$ cat src/rtl/bsg_print_stat_snoop_pkg.sv
// bsg_print_stat_snoop_pkg: capture-entry type macro, default print-stat EPA and link-id width helper
`ifndef BSG_PRINT_STAT_SNOOP_PKG_SV
`define BSG_PRINT_STAT_SNOOP_PKG_SV
`define BSG_PRINT_STAT_ENTRY_DECLARE(data_width_mp, link_width_mp, ts_width_mp) \
  typedef struct packed { \
    logic [data_width_mp-1:0] tag; \
    logic [link_width_mp-1:0] link; \
    logic [ts_width_mp-1:0] ts; \
  } bsg_print_stat_entry_s
package bsg_print_stat_snoop_pkg;
  localparam logic [27:0] print_stat_epa_gp = 28'h0000_D0C;
  function automatic int link_width(int n);
    return (n > 1) ? $clog2(n) : 1;
  endfunction
endpackage
`endif

$ cat src/rtl/bsg_arb_round_robin.sv
// bsg_arb_round_robin: one-hot grant to the lowest requester at or after the pointer; pointer moves past each grant
module bsg_arb_round_robin #(
  parameter int width_p = 4,
  localparam int lg_p = (width_p > 1) ? $clog2(width_p) : 1
) (
  input  logic               clk_i,
  input  logic               reset_n_i,
  input  logic               en_i,
  input  logic [width_p-1:0] reqs_i,
  output logic               v_o,
  output logic [lg_p-1:0]    tag_o,
  output logic [width_p-1:0] grants_o
);
  logic [lg_p-1:0] ptr_r, idx, sel;
  logic found;
  always_comb begin
    found = 1'b0;
    sel = '0;
    idx = '0;
    for (int k = 0; k < width_p; k++) begin
      idx = lg_p'((int'(ptr_r) + k) % width_p);
      if (!found && reqs_i[idx]) begin
        found = 1'b1;
        sel = idx;
      end
    end
  end
  assign v_o = en_i & found;
  assign tag_o = sel;
  assign grants_o = v_o ? width_p'(1) << sel : '0;
  always_ff @(posedge clk_i or negedge reset_n_i)
    if (!reset_n_i) ptr_r <= '0;
    else if (v_o) ptr_r <= (int'(sel) == width_p - 1) ? '0 : sel + 1'b1;
endmodule

$ cat src/rtl/bsg_fifo_1r1w_small.sv
// bsg_fifo_1r1w_small: first-word-fall-through FIFO; writes accepted when not full or when the head is consumed
module bsg_fifo_1r1w_small #(
  parameter int width_p = 8,
  parameter int els_p = 8,
  localparam int ptr_w = $clog2(els_p),
  localparam int cnt_w = $clog2(els_p + 1)
) (
  input  logic               clk_i,
  input  logic               reset_n_i,
  input  logic               v_i,
  input  logic [width_p-1:0] data_i,
  input  logic               yumi_i,
  output logic               v_o,
  output logic [width_p-1:0] data_o,
  output logic               full_o,
  output logic [cnt_w-1:0]   count_o
);
  logic [width_p-1:0] mem_r [els_p];
  logic [ptr_w-1:0] rptr_r, wptr_r;
  logic [cnt_w-1:0] count_r;
  logic we;
  assign full_o = count_r == cnt_w'(els_p);
  assign v_o = count_r != '0;
  assign we = v_i & (~full_o | yumi_i);
  assign data_o = v_o ? mem_r[rptr_r] : '0;
  assign count_o = count_r;
  always_ff @(posedge clk_i or negedge reset_n_i)
    if (!reset_n_i) begin
      rptr_r <= '0;
      wptr_r <= '0;
      count_r <= '0;
    end else begin
      if (we) wptr_r <= wptr_r + 1'b1;
      if (yumi_i) rptr_r <= rptr_r + 1'b1;
      count_r <= count_r + cnt_w'(we) - cnt_w'(yumi_i);
    end
  always_ff @(posedge clk_i)
    if (we) mem_r[wptr_r] <= data_i;
endmodule

$ cat src/rtl/bsg_print_stat_snoop_multi.sv
// bsg_print_stat_snoop_multi: snoops N request links for print-stat stores, buffers {tag,link,ts} entries, counts drops
module bsg_print_stat_snoop_multi
  import bsg_print_stat_snoop_pkg::*;
#(
  parameter int num_links_p = 4,
  parameter int addr_width_p = 28,
  parameter int data_width_p = 32,
  parameter int ts_width_p = 64,
  parameter int fifo_els_p = 8,
  parameter logic [addr_width_p-1:0] stat_epa_p = addr_width_p'(print_stat_epa_gp),
  parameter int drop_ctr_width_p = 16,
  localparam int link_width_lp = link_width(num_links_p),
  localparam int pending_width_lp = $clog2(fifo_els_p + 1)
) (
  input  logic                                clk_i,
  input  logic                                reset_n_i,
  input  logic                                en_i,
  input  logic [ts_width_p-1:0]               ctr_i,
  input  logic [num_links_p-1:0]              pkt_v_i,
  input  logic [num_links_p-1:0]              pkt_ready_i,
  input  logic [num_links_p-1:0]              pkt_store_i,
  input  logic [num_links_p*addr_width_p-1:0] pkt_addr_i,
  input  logic [num_links_p*data_width_p-1:0] pkt_data_i,
  output logic                                stat_v_o,
  output logic [data_width_p-1:0]             stat_tag_o,
  output logic [link_width_lp-1:0]            stat_link_o,
  output logic [ts_width_p-1:0]               stat_ts_o,
  input  logic                                stat_yumi_i,
  output logic [drop_ctr_width_p-1:0]         drop_count_o,
  output logic [pending_width_lp-1:0]         pending_o
);
  `BSG_PRINT_STAT_ENTRY_DECLARE(data_width_p, link_width_lp, ts_width_p);
  localparam int sum_w = drop_ctr_width_p + 5;
  bsg_print_stat_entry_s [num_links_p-1:0] cap_r;
  bsg_print_stat_entry_s head;
  logic [num_links_p-1:0] cap_v_r, hit, load, drop, grants;
  logic [link_width_lp-1:0] grant_tag;
  logic grant_v, fifo_full;
  logic [drop_ctr_width_p-1:0] drop_r;
  logic [sum_w-1:0] drop_sum;
  for (genvar i = 0; i < num_links_p; i++) begin : g_hit
    assign hit[i] = en_i & pkt_v_i[i] & pkt_ready_i[i] & pkt_store_i[i]
                  & (pkt_addr_i[i*addr_width_p +: addr_width_p] == stat_epa_p);
  end
  assign load = hit & (~cap_v_r | grants);
  assign drop = hit & cap_v_r & ~grants;
  always_ff @(posedge clk_i or negedge reset_n_i)
    if (!reset_n_i) cap_v_r <= '0;
    else cap_v_r <= load | (cap_v_r & ~grants);
  always_ff @(posedge clk_i)
    for (int j = 0; j < num_links_p; j++)
      if (load[j]) cap_r[j] <= '{tag: pkt_data_i[j*data_width_p +: data_width_p], link: link_width_lp'(j), ts: ctr_i};
  always_comb begin
    drop_sum = sum_w'(drop_r);
    for (int j = 0; j < num_links_p; j++) drop_sum = drop_sum + sum_w'(drop[j]);
  end
  always_ff @(posedge clk_i or negedge reset_n_i)
    if (!reset_n_i) drop_r <= '0;
    else drop_r <= |drop_sum[sum_w-1:drop_ctr_width_p] ? '1 : drop_sum[drop_ctr_width_p-1:0];
  bsg_arb_round_robin #(.width_p(num_links_p)) arb (
    .clk_i(clk_i), .reset_n_i(reset_n_i), .en_i(~fifo_full | stat_yumi_i),
    .reqs_i(cap_v_r), .v_o(grant_v), .tag_o(grant_tag), .grants_o(grants)
  );
  bsg_fifo_1r1w_small #(.width_p($bits(bsg_print_stat_entry_s)), .els_p(fifo_els_p)) fifo (
    .clk_i(clk_i), .reset_n_i(reset_n_i), .v_i(grant_v), .data_i(cap_r[grant_tag]),
    .yumi_i(stat_yumi_i), .v_o(stat_v_o), .data_o(head), .full_o(fifo_full), .count_o(pending_o)
  );
  assign stat_tag_o = head.tag;
  assign stat_link_o = head.link;
  assign stat_ts_o = head.ts;
  assign drop_count_o = drop_r;
`ifndef SYNTHESIS
  always @(posedge clk_i)
    if (reset_n_i) assert (!(stat_yumi_i && !stat_v_o)) else $error("stat_yumi_i asserted while stat_v_o is low");
`endif
endmodule

$ cat config.mk
export PLATFORM = sky130hd
export DESIGN_NAME = bsg_print_stat_snoop_multi
export DESIGN_NICKNAME = d
export VERILOG_FILES = /design/src/rtl/bsg_print_stat_snoop_pkg.sv /design/src/rtl/bsg_arb_round_robin.sv /design/src/rtl/bsg_fifo_1r1w_small.sv /design/src/rtl/bsg_print_stat_snoop_multi.sv
export SDC_FILE = /design/constraint.sdc
export NUM_CORES = 1
export LEC_CHECK = 0
export CELL_PAD_IN_SITES_DETAIL_PLACEMENT = 1
export CELL_PAD_IN_SITES_GLOBAL_PLACEMENT = 1
export CORE_ASPECT_RATIO = 1.1
export CORE_UTILIZATION = 50
export DETAILED_ROUTE_END_ITERATION = 16
export PLACE_DENSITY = 0.89
export SLEW_MARGIN = 40
export SYNTH_ARGS = -nofsm -noshare
export SYNTH_HDL_FRONTEND = slang
export SYNTH_HIERARCHICAL = 1
export SYNTH_SLANG_ARGS = --single-unit
$ cat constraint.sdc
create_clock -name clk_i -period 11.28 [get_ports clk_i]
set_input_delay 1.128 -clock clk_i [delete_from_list [all_inputs] [get_ports clk_i]]
set_output_delay 1.128 -clock clk_i [all_outputs]
set_load 0.005 [all_outputs]
==> results of run 1 <==
-- synth_stat cells (11+ instances only) --
master	number	area (um^2)
buf_6	15	169
nor4_1	17	106
ha_1	12	150
a22o_1	98	858
buf_2	22	110
nand2b_1	11	68.8
nand4_1	16	100
nand2_1	18	67.6
inv_1	15	56.3
mux4_2	292	6580
edfxtp_1	1168	35100
dfrtp_1	32	801
clkbuf_1	41	154
nor2_1	18	67.6
-- cell families after synthesis --
kind of cell / share of synthesized area [%]
mux: 14.7
xor+xnor: 0.252
fa+ha+maj: 0.509
flops: 79.3
simple gates: 1.76
compound gates: 2.21
buf+inv: 1.26
-- registers in the layout, summed over array words and instances (netlist names) --
signal        flops
fifo/mem_r      784
cap_r           384
drop_count_o     16
cap_v_r           4
fifo/count_o      4
fifo/rptr_r       3
fifo/wptr_r       3
arb/ptr_r         2
-- worst max-delay path by stage --
stage | endpoint | slack, ps | depth (start not counted)
after CTS | stat_ts_o[23] | 5780 | 5
after global routing | stat_ts_o[23] | 5680 | 5
final | stat_ts_o[23] | 5800 | 5
after floorplan | fifo/mem_r[1][0] | 2220 | 4
after detailed placement | drop_count_o[10] | 5960 | 13
after global placement | cap_r[378] | 5880 | 7
-- stage by stage --
step | hold WS, ps | utilization [%] | cells | setup slack, ps | power, uW
floorplan | 466 | - | 1883 | 2220 | 6690
global placement | 501 | 56.9 | 3437 | 5880 | 7900
detailed placement | 524 | 57.1 | 3441 | 5960 | 8000
CTS | 526 | 61.1 | 3653 | 5780 | 11600
global route | 562 | 61.2 | 3662 | 5680 | 11900
finish | 523 | 61.2 | 3663 | 5800 | 11600
-- routing by layer --
metal / up-vias / global-route usage [%]
li1: 9140 / -
met1: 11900 / 31.8
met2: 950 / 44.8
met3: 190 / 4.73
met4: 12 / 9.22
met5: - / 0
-- area by class of cell --
cell class / instances / area [um^2] / area share, %
Clock inverter: 74 / 562 / 1.03
Tap cell: 1170 / 1460 / 2.67
Clock buffer: 138 / 2990 / 5.45
Inverter: 15 / 56.3 / 0.103
Sequential cell: 1200 / 35900 / 65.5
Timing Repair Buffer: 479 / 4870 / 8.89
Antenna cell: 9 / 22.5 / 0.0411
Multi-Input combinational cell: 578 / 8910 / 16.3
-- power by group through the flow --
stage               sequential [uW]  combinational, uW  clock [uW]
floorplan                      5090               1600           0
global placement               5170               2730           0
detailed placement             5160               2840           0
CTS                            5070               2870        3710
global route                   5070               2990        3840
finish                         5060               2850        3660
==> summary.txt, run 1 <==
Run status
  – Status: finished clean

Timing
  – Final setup viols: 0
  – Worst Max-Slew Pin Slew: between 800 and 900 ps
  – Slew HR: a little over two fifths
  – Unrepaired setup endpoints after global routing: false
  – Max frequency: between 150 and 200 MHz
  – Fin crit share: about half
  – Final hold violations: 0
  – Final min period: approximately 5500 ps
  – Setup Skew: ~32 ps
  – Setup_tns: 0 ps
  – Slew Limit Fails: 0

Floorplanning
  – Die X: 289 um
  – Row cnt: roughly 120
  – Starting density of the core: 50.5%
  – Die height: roughly 320 um
  – Core area: 89500 um^2
  – Die Area: roughly 90000 um^2
  – Io pins: ~440

Critical path
  – Worst Path Required: ~10000 ps
  – Arrival @ worst endpoint: 4350 ps
  – R2R Path End: drop_count_o[10]
  – Worst setup EP type: output pin
  – Worst-path fanout max: 54
  – R2R Path Start: cap_v_r[3]
  – Element type at the critical path start: flop
  – Crit Path Class: reg2out
  – Worst Path Buf+Inv: 3
  – CP delay by family, top: buffers and inverters
  – Crit path from: fifo/rptr_r[1]
  – Most used cell along the critical path: buf_4
  – Critical-path cell list: buf_4 -> buf_4 -> mux4_2 -> a22o_1 -> clkdlybuf4s50_1
  – FF-to-FF path depth: 14
  – Slowest stage delay, CP: 850 ps
  – CP max-delay cell: dfrtp_4
  – Reg2Reg Setup Slack: around 6900 ps

Worst hold path
  – Min-delay src: fifo/wptr_r[0]
  – Hold EP: fifo/wptr_r[0]
  – Tightest Hold Check Type: reg2reg
  – Hold path cells: 1

Synthesis
  – Sequential element share of the synthesized area: just under 80%
  – Yosys warnings: 6
  – Primary FF master, synth: edfxtp_1
  – Syn_nets: 2219
  – Syn Area/Cell: approximately 24 um^2
  – Yosys reg bits: between 1k and 1.5k
  – Netlist cell types: between 50 and 60
  – Cells after Synth: 1883
  – Post-Synthesis Cell Area: between 40000 and 50000 um^2
  – Fraction of registers with async set/reset: approximately 2.7%
  – EDFF count, synth: 1168

Finish
  – Filler cells: 7375
  – Share of cells above drive strength 1: 20.9%
  – Most frequent cells in the layout: 1168 x edfxtp_1, 438 x clkdlybuf4s50_1, 292 x mux4_2
  – Most common cell after layout, fill and taps aside: edfxtp_1
  – P&R area growth vs syn: 21.0%
  – Nets: between 2k and 3k
  – Design area: 54700 um^2

Drt
  – Drc violations: 0
  – M1 WL: around 43 mm
  – Metal3 WL: approximately 7.5 mm
  – Routed WL: between 100 and 150 mm
  – Total number of vias: between 20k and 25k
  – Max Used Layer: met5
  – Post-DR vias/cell: about 6
  – Wire length on met2: about 61 mm
  – Drt first pass iters: 6
  – Routed Antenna Nets: 0
  – Drt wl/cell: about 32 um
  – Iteration-0 DRC count of the detailed router: 1855

GRT
  – Gr ovfl total: 0
  – GRT Total Usage: between 20% and 30%
  – Antenna violations before repair: 16
  – Largest net degree at the start of global routing: between 100 and 150
  – First-pass GRT wire length: roughly 170 mm
  – Vias in the first global route: approximately 25k

Power and ir drop
  – Cell-internal power: ~8500 uW
  – Switching portion of total power: a little over a quarter
  – Sequential power share: 43.7%
  – Sw power: 3060 uW
  – Pleak: 0.0173 uW
  – Clock Power Share: between 30% and 40%
  – Combinational Power Share: between 20% and 30%
  – Max VDD drop: ~0.14 mV
  – Pwr per Cell Area: 211 nW/um^2

Flow run
  – Max cap viols: 0

Clock tree
  – Clock sink total: roughly 1.2k
  – Clock transition at path regs: 60 ps
  – Clk_lat worst skew: between 600 and 700 ps
  – Buffer count from post-CTS setup fixing: 0
  – CTS tree: done
  – Root Buffer: clkbuf_16
  – Post-CTS resize count: 0
  – Number of buffers created by CTS: about 110
  – Max Root-Sink Buffers: 3
  – Hold bufs inserted after CTS: 0
  – Htree depth: 3

Placed design
  – Placer Congestion: between 0.8 and 0.9
  – Port bufs: approximately 440
  – HPWL after DPL: 69.2 mm
  – Cell Area, Placed: 51100 um^2
Note: power is estimated with default switching activity, not from simulation.
==> inputs of run 2 (changes only) <==
clock period = 5.5 ns   (was 11.28 ns; I/O delays follow)
==> summary.txt, run 2 (synthesized netlist as in run 1, its figures left out) <==
Clock tree
  – Root Buffer: clkbuf_16
  – Clock transition at path regs: approximately 60 ps
  – CTS tree: done
  – Clk_lat worst skew: around 710 ps
  – Clock sink total: approximately 1.2k
  – Number of buffers created by CTS: around 110
  – Htree depth: 3
  – Max Root-Sink Buffers: 3
  – Hold bufs inserted after CTS: 0
  – Buffer count from post-CTS setup fixing: 0
  – Post-CTS resize count: 0

GRT
  – Gr ovfl total: 0
  – GRT Total Usage: 25.8%
  – First-pass GRT wire length: approximately 170 mm
  – Vias in the first global route: 24.8k
  – Antenna violations before repair: 15
  – Largest net degree at the start of global routing: just under 100

Placed design
  – Placer Congestion: roughly 0.82
  – Placement Setup Slack: roughly 760 ps
  – Port bufs: roughly 440
  – Placed cells: ~3.5k
  – HPWL after DPL: about 67 mm

Critical path
  – Most used cell along the critical path: fa_1
  – Crit Path Class: reg2reg
  – R2R Path Start: fifo/count_o[2]
  – Crit path from: fifo/count_o[2]
  – Levels on crit path: 15
  – Element type at the critical path start: flop
  – Worst setup EP type: flop
  – Worst Path Buf+Inv: 2
  – Arrival @ worst endpoint: between 4000 and 5000 ps
  – Worst-path fanout max: 12
  – CP max-delay cell: fa_1
  – Worst Path Required: around 6100 ps
  – Critical-path cell list: inv_1 -> ha_1 -> nor3b_1 -> nand2b_1 -> o41a_1 -> and2_1 -> or3_1 -> fa_1 -> inv_1 -> fa_1 -> fa_1 -> nand4_1 -> or4_1 -> nand2_1 -> mux2_2
  – FF-to-FF path depth: 15
  – Slowest stage delay, CP: ~530 ps
  – CP delay by family, top: adder cells

Worst hold path
  – Tightest Hold Check Type: in2async

Finish
  – Nets: between 2k and 3k
  – Most common cell after layout, fill and taps aside: edfxtp_1
  – Util after Layout: about three fifths
  – Share of cells above drive strength 1: between 20% and 30%
  – Most flops, register: fifo/mem_r
  – Max FFs per register: just under 800
  – Post-Layout Cell Count: 3671
  – Most frequent cells in the layout: 1168 x edfxtp_1, 438 x clkdlybuf4s50_1, 292 x mux4_2
  – P&R area growth vs syn: 22.1%

Timing
  – Max frequency: 227 MHz
  – Fin crit share: between 70% and 80%
  – Slew Limit Fails: 0
  – Worst Max-Slew Pin Slew: around 960 ps
  – Unrepaired setup endpoints after global routing: false
  – Setup ws final: roughly 1100 ps
  – Final min period: about 4400 ps
  – Final setup viols: 0
  – Final hold violations: 0
  – Setup Skew: 35.0 ps
  – Slew HR: approximately 35%

Drt
  – Drt wl/cell: roughly 32 um
  – Post-DR vias/cell: between 6 and 7
  – Routed WL: 116 mm
  – Total number of vias: approximately 22k
  – Iteration-0 DRC count of the detailed router: between 2k and 2.5k
  – Drt first pass iters: 5
  – Drc violations: 0
  – Routed Antenna Nets: 0

Flow run
  – Max cap viols: 0

Run status
  – Status: finished clean

Power and ir drop
  – Max VDD drop: 0.287 mV
  – Pleak: around 0.018 uW
  – Pwr per Cell Area: approximately 440 nW/um^2

Floorplanning
  – Core area: ~90000 um^2
  – Starting density of the core: a little over 50%
  – Die height: 317 um
  – Die Area: 91700 um^2
  – Die X: 289 um
  – Row cnt: ~120
  – Io pins: between 400 and 500
-- run 2: stage by stage --
stage / total power, uW / setup TNS (ps) / hold WS, ps / cell area (um^2)
final: 24400 / 0 / 247 / 55200
after global routing: 25000 / 0 / 262 / 55200
after CTS: 24600 / 0 / 224 / 55200
after detailed placement: 16600 / 0 / 534 / 51400
after global placement: 16200 / 0 / 500 / 51200
after floorplan: 13700 / -325140 / 254 / 45300
-- run 2: final timing paths --
check	slack [ps]	end
max	1100	drop_count_o[15]
min	250	drop_count_o[9]
max reg2reg	1100	drop_count_o[15]
min reg2reg	550	fifo/wptr_r[0]
max in group asynchronous	4870	fifo/rptr_r[1]
min in group clk_i	400	cap_r[176]
-- run 2: report_power, final --
group	total, uW	switching (uW)	internal (uW)
Sequential	10400	200	10200
Clock	7950	3410	4540
Combinational	6050	2780	3260
Total	24400	6390	18000
-- run 2: per-layer routing --
layer / global-route usage (%) / share of wire [%] / vias up
met3: 5.33 / 7.0 / 217
met4: 9.08 / 3.2 / 18
met5: 0 / 0.096 / -
met1: 31.8 / 37 / 11800
li1: - / - / 9140
met2: 45.0 / 53 / 1024
-- run 2: worst reg2reg max path: stages, from the launching register on --
cell and delay, ps:
dfrtp_1 390, inv_1 130, ha_1 200, nor3b_1 320, nand2b_1 110, o41a_1 270, and2_1 270, or3_1 380
fa_1 530, inv_1 60, fa_1 410, fa_1 470, nand4_1 110, or4_1 270, nand2_1 80, mux2_2 280
-- run 2: layout make-up --
class                      count  area (um^2)
multi-input combinational    578         8910
sequential                  1200        35900
clock buffer                 128         2930
inverter                      15         56.3
timing repair buffer         492         5100
antenna                        8         20.0
fill                        7306        34300
clock inverter                80          860
tap                         1170         1460
==> inputs of run 3 (changes only) <==
CORE_UTILIZATION = 45   (was 50)
PLACE_DENSITY = 0.85   (was 0.89)
clock period = 4 ns   (was 5.5 ns; I/O delays follow)
==> summary.txt, run 3 (synthesized netlist as in run 1, its figures left out) <==
Placed design
  – Port bufs: around 440
  – Placement Setup Slack: -738 ps
  – Cell Area, Placed: 51800 um^2
  – Placer Congestion: 0.857
  – HPWL after DPL: around 68 mm

Power and ir drop
  – Switching portion of total power: approximately a quarter
  – Combinational Power Share: roughly 25%
  – Total power: 33100 uW
  – Sequential power share: 43.0%
  – Clock Power Share: 32.0%
  – Max VDD drop: around 0.48 mV
  – Sw power: roughly 9000 uW
  – Pleak: about 0.018 uW
  – Cell-internal power: about 24000 uW
  – Pwr per Cell Area: slightly below 600 nW/um^2

Clock tree
  – Htree depth: 3
  – Clock sink total: 1200
  – Max Root-Sink Buffers: 3
  – CTS tree: done
  – Clock transition at path regs: 70 ps
  – Buffer count from post-CTS setup fixing: 0
  – Number of buffers created by CTS: 113
  – Root Buffer: clkbuf_16
  – Clk_lat worst skew: slightly above 700 ps

Critical path
  – Arrival @ worst endpoint: 4400 ps
  – Levels on crit path: 13
  – Slowest stage delay, CP: between 500 and 600 ps
  – Worst Path Buf+Inv: 3
  – Critical-path cell list: clkdlybuf4s50_1 -> nor4_1 -> buf_4 -> nand4_1 -> or4_4 -> or3_1 -> fa_1 -> inv_1 -> fa_2 -> fa_2 -> and2_2 -> a41oi_1 -> o21ai_0
  – FF-to-FF path depth: 14
  – Worst-path fanout max: 5
  – Element type at the critical path start: primary input
  – Worst setup EP type: flop
  – CP max-delay cell: or4_4
  – CP delay by family, top: simple AND/OR/NAND/NOR gates
  – Worst Path Required: 4560 ps
  – Most used cell along the critical path: fa_2
  – Crit Path Class: in2reg

Finish
  – Max FFs per register: ~780
  – Most frequent cells in the layout: 1168 x edfxtp_1, 437 x clkdlybuf4s50_1, 292 x mux4_2
  – Design area: between 50000 and 60000 um^2
  – Most flops, register: fifo/mem_r
  – Nets: 2747
  – Most common cell after layout, fill and taps aside: edfxtp_1
  – P&R area growth vs syn: 22.6%
  – Share of cells above drive strength 1: ~22%

Drt
  – Drt wl/cell: about 30 um
  – Drc violations: 0
  – Routed WL: between 100 and 150 mm
  – Post-DR vias/cell: 5.82
  – Routed Antenna Nets: 0
  – Total number of vias: 22.1k
  – Iteration-0 DRC count of the detailed router: about 1.7k
  – Drt first pass iters: 5

Worst hold path
  – Tightest Hold Check Type: in2async

Timing
  – Fin crit share: between 90% and 100%
  – Max frequency: approximately 260 MHz
  – Slew HR: about 45%
  – Hold WS: ~180 ps
  – Worst Max-Slew Pin Slew: roughly 830 ps
  – Final hold violations: 0
  – Slew Limit Fails: 0
  – Setup ws final: ~160 ps
  – Setup Skew: around 33 ps
  – Final setup viols: 0
  – Final min period: 3840 ps

GRT
  – Gr ovfl total: 0
  – Antenna violations before repair: 17
  – Vias in the first global route: ~25k
  – First-pass GRT wire length: ~170 mm
  – Largest net degree at the start of global routing: 75
  – GRT Total Usage: between 20% and 30%

Run status
  – Status: finished clean

Floorplanning
  – Die X: slightly above 300 um
  – Row cnt: roughly 120
  – Die height: about 330 um
  – Io pins: 439
  – Core area: around 99000 um^2
  – Starting density of the core: between 40% and 50%
  – Die Area: 102000 um^2

Flow run
  – Max cap viols: 0
-- run 3: cell count changes in the layout (fill, tap and decap cells not counted), sizes merged --
cell | previous run | this run
clkbuf | 128 | 136
buf | 54 | 65
clkinvlp | 6 | 11
diode | 8 | 5
clkdlybuf4s50 | 438 | 437
inv | 18 | 20
dlygate4sd3 | 0 | 1
clkinv | 56 | 44
bufinv | 15 | 9
-- run 3: worst paths after layout --
path                                     to  slack (ps)             start
max in group asynchronous   fifo/count_o[2]        3260         reset_n_i
hold reg to reg            drop_count_o[10]         570  drop_count_o[10]
setup reg to reg            drop_count_o[6]         170   fifo/count_o[2]
hold / removal              drop_count_o[5]         180         reset_n_i
setup / recovery            drop_count_o[6]         160    pkt_addr_i[70]
min in group clk_i                cap_r[71]         250     pkt_data_i[5]
-- run 3: per-stage QoR --
step,std cells,TNS (ps),util (%)
2_1_floorplan,1883,-186390,-
3_3_place_gp,3586,-8780,52.1
3_5_place_dp,3586,-10270,52.1
4_1_cts,3791,0,55.8
5_1_grt,3797,-21.1,55.8
6_report,3797,0,55.8
-- run 3: area by class of cell --
| cell class | instances | area (um^2) |
|---|---|---|
| diodes | 5 | 12.5 |
| clock buffers | 136 | 2970 |
| clock inverters | 69 | 674 |
| fillers | 8421 | 43900 |
| inverters | 15 | 56.3 |
| multi-input cells | 578 | 8940 |
| flip-flops and latches | 1200 | 35900 |
| well taps | 1291 | 1620 |
| repair buffers | 503 | 5320 |
-- run 3: metal layers --
layer	wire (um)	GRT usage (%)	part of all wire [%]
met3	7630	4.54	6.6
met4	4080	9.22	3.5
met5	138	0	0.12
met1	42600	27.3	37
met2	60900	41.1	53
-- run 3: power by group through the flow --
stage | Clock [uW] | Combinational, uW | Sequential (uW)
after floorplan | 0 | 4520 | 14300
after global placement | 0 | 8050 | 14500
after detailed placement | 0 | 8280 | 14500
after CTS | 10800 | 8370 | 14200
after global routing | 11100 | 8690 | 14200
final | 10600 | 8260 | 14200
-- run 3: what timing repair did --
item,in CTS,in global routing
hold endpoints to repair,0,17
gates cloned,0,0
gates resized for setup,1,4
endpoints found under the setup margin,3,12
hold buffers,0,1
pin swaps,0,1
==> RTL edit (flow settings as in run 1) <==
Change the parameter `fifo_els_p` from 8 to 16.
--- a/src/rtl/bsg_print_stat_snoop_multi.sv
+++ b/src/rtl/bsg_print_stat_snoop_multi.sv
@@ -7,5 +7,5 @@
   parameter int data_width_p = 32,
   parameter int ts_width_p = 64,
-  parameter int fifo_els_p = 8,
+  parameter int fifo_els_p = 16,
   parameter logic [addr_width_p-1:0] stat_epa_p = addr_width_p'(print_stat_epa_gp),
   parameter int drop_ctr_width_p = 16,
Ports: changed (resized pending_o); port bits go from 439 to 440. No check against the original RTL was run, so the function may have changed too.
==> RTL edit against run 1 <==
Power grew 69%; setup slack worse by 0.51 ns; final area grew 61%; clock power is 75% higher; via count is 65% higher; utilization is 1.8 points lower; sequential share of layout area rose by 2.1 points; wire length rose by 76%; synthesized area grew 65%; sequential cell count rose by 787; critical path depth rose by 1; highest routed layer is now met4.
==> RTL edit: results (changes against run 1) <==
metric;value;unit;change
Cell Area, Placed;81700;µm²;was 51,100 µm²
GRT Util Overall;27.3;%;was 25.6%
DR iter-0 viols;4250;;was 1,855
number of synthesized flops with an enable pin;1952;;was 1,168
CP max-delay cell;dfrtp_4;;unchanged
cts bufs inserted;186;;was 114
syn_nets;3399;;was 2,219
Sw Share;27.7;%;was 26.4%
Seq/Total Area, Yosys;79.6;%;was 79.3%
first-pass GRT wire length;290000;µm;was 168,000 µm
Reg with most FFs;fifo/mem_r;;unchanged
Gates resized, CTS repair;0;;unchanged
Hold Crit Class;input pin to asynchronous set/reset pin;;was register to register
number of antenna violations at the first check in global routing;9;;was 16
Routed WL;203000;µm;was 116,000 µm
status;finished clean;;unchanged
port bufs;439;;was 438
GPL Wtd Cong;0.791;;was 0.868
layout cells sized above 1;23.9;%;was 20.9%
post-synth cell types;55;;was 52
clock root buffer master;clkbuf_16;;unchanged
Synth warnings;6;;unchanged
DP Worst Slack;5.55;ns;was 5.96 ns
Clock Tree Buf Depth;3;;unchanged
top cells by area, synth;edfxtp_1 78%, mux4_2 15%, a221o_1 1.3%, dfrtp_1 1.2%, a22o_1 1.1%;;was edfxtp_1 78%, mux4_2 15%, a22o_1 1.9%, dfrtp_1 1.8%, buf_6 0.37%
crit path DAT;4.86;ns;was 4.35 ns
Reg clk slew, reported paths;0.06;ns;about the same
VDD IR max;0.194;mV;was 0.144 mV
Setup Total Neg Slack;0;ns;unchanged
vias in the first global route;40000;;was 24,800
Rel. slew slack;38.1;%;was 41.7%
most common library cells after synthesis;1,952 x edfxtp_1, 488 x mux4_2, 97 x a221o_1, 97 x a22o_1, 60 x buf_2;;was 1,168 x edfxtp_1, 292 x mux4_2, 98 x a22o_1
Via density;6.41;;was 6.07
largest net degree at the start of global routing;108;;was 102
Max stage delay on crit path;0.85;ns;about the same
Leakage Power;0.0276;µW;was 0.0173 µW
Worst Skew;0.0311;ns;was 0.0316 ns
CP Max Fanout;107;;was 54
Max H-tree Level;4;;was 3
asr flop ratio synth;1.76;%;was 2.67%
HPWL after DPL;108000;µm;was 69,200 µm
clk_lat worst skew;0.83;ns;was 0.69 ns
drt pass-1 iters;7;;was 6
postcts setup bufs;0;;unchanged
number of flip-flops under the largest register name;1568;;was 784
nets@finish;3948;;was 2,724
RTL edit: changes by cell type in the layout (fill, tap and decap cells not counted), moves of 9 or more:
cell,delta
clkinvlp_4,+9
clkbuf_16,+74
mux4_2,+196
a221o_1,+97
bufinv_16,+13
edfxtp_1,+784
clkinv_2,+26
buf_4,+22
RTL edit: per-stage QoR:
stage                     cells  util (%)
after floorplan            3060         -
after global placement     5359      55.0
after detailed placement   5367      55.2
after CTS                  5716      59.3
after global routing       5726      59.4
final                      5726      59.4
RTL edit: layout make-up:
cell class / count / area [µm²]
Timing Repair Buffer: 517 / 5290
Tap cell: 1950 / 2440
Sequential cell: 1987 / 59500
Inverter: 20 / 75.1
Clock buffer: 211 / 4830
Multi-Input combinational cell: 897 / 14500
Fill cell: 12100 / 60100
Antenna cell: 6 / 15.0
Clock inverter: 138 / 1330
RTL edit: layer usage:
| layer | routed length [µm] | vias to the layer above | GRT usage (%) |
|---|---|---|---|
| li1 | - | 14400 | - |
| met1 | 72600 | 19600 | 34.6 |
| met2 | 107000 | 2327 | 47.5 |
| met3 | 17000 | 328 | 4.55 |
| met4 | 6440 | 0 | 9.56 |
| met5 | 0 | - | 0 |
RTL edit: power by group through the flow:
stage	clock network, µW	registers (µW)	logic, µW
6_report	6390	8210	4990
5_1_grt	6660	8220	5210
4_1_cts	6450	8230	4990
3_5_place_dp	0	8390	4880
3_3_place_gp	0	8380	4760
2_1_floorplan	0	8270	2960
RTL edit: logic make-up (layout without fill, tap and decap cells):
| group | count (synthesis) | after routing | synth area share [%] |
|---|---|---|---|
| DFF | 1987 | 1987 | 79.6 |
| other | 0 | 6 | 0 |
| buffers and inverters | 176 | 886 | 1.20 |
| xor gates and xnor gates | 17 | 17 | 0.199 |
| and+or+nand+nor | 143 | 143 | 1.16 |
| muxes | 495 | 495 | 14.8 |
| adders and majority gates | 19 | 19 | 0.358 |
| AOI/OAI and AO/OA | 223 | 223 | 2.67 |
RTL edit: worst paths after layout:
kind / depth (start not counted) / slack (ns) / to / from
max reg2reg: 10 / 6.89 / fifo/mem_r[10][89] / fifo/count_o[2]
max: 6 / 5.29 / stat_ts_o[5] / fifo/rptr_r[1]
min in group clk_i: 2 / 0.61 / drop_count_o[9] / drop_count_o[9]
min reg2reg: 2 / 0.61 / drop_count_o[9] / drop_count_o[9]
max in group asynchronous: 1 / 10.59 / fifo/rptr_r[2] / reset_n_i
min: 1 / 0.27 / drop_count_o[5] / reset_n_i
RTL edit: critical path, delay by kind of cell, from the launching register on:
family | cells | cell delay, ns
buf+inv | 3 | 1.85
flops | 1 | 0.85
mux | 1 | 0.63
compound gates | 2 | 0.63
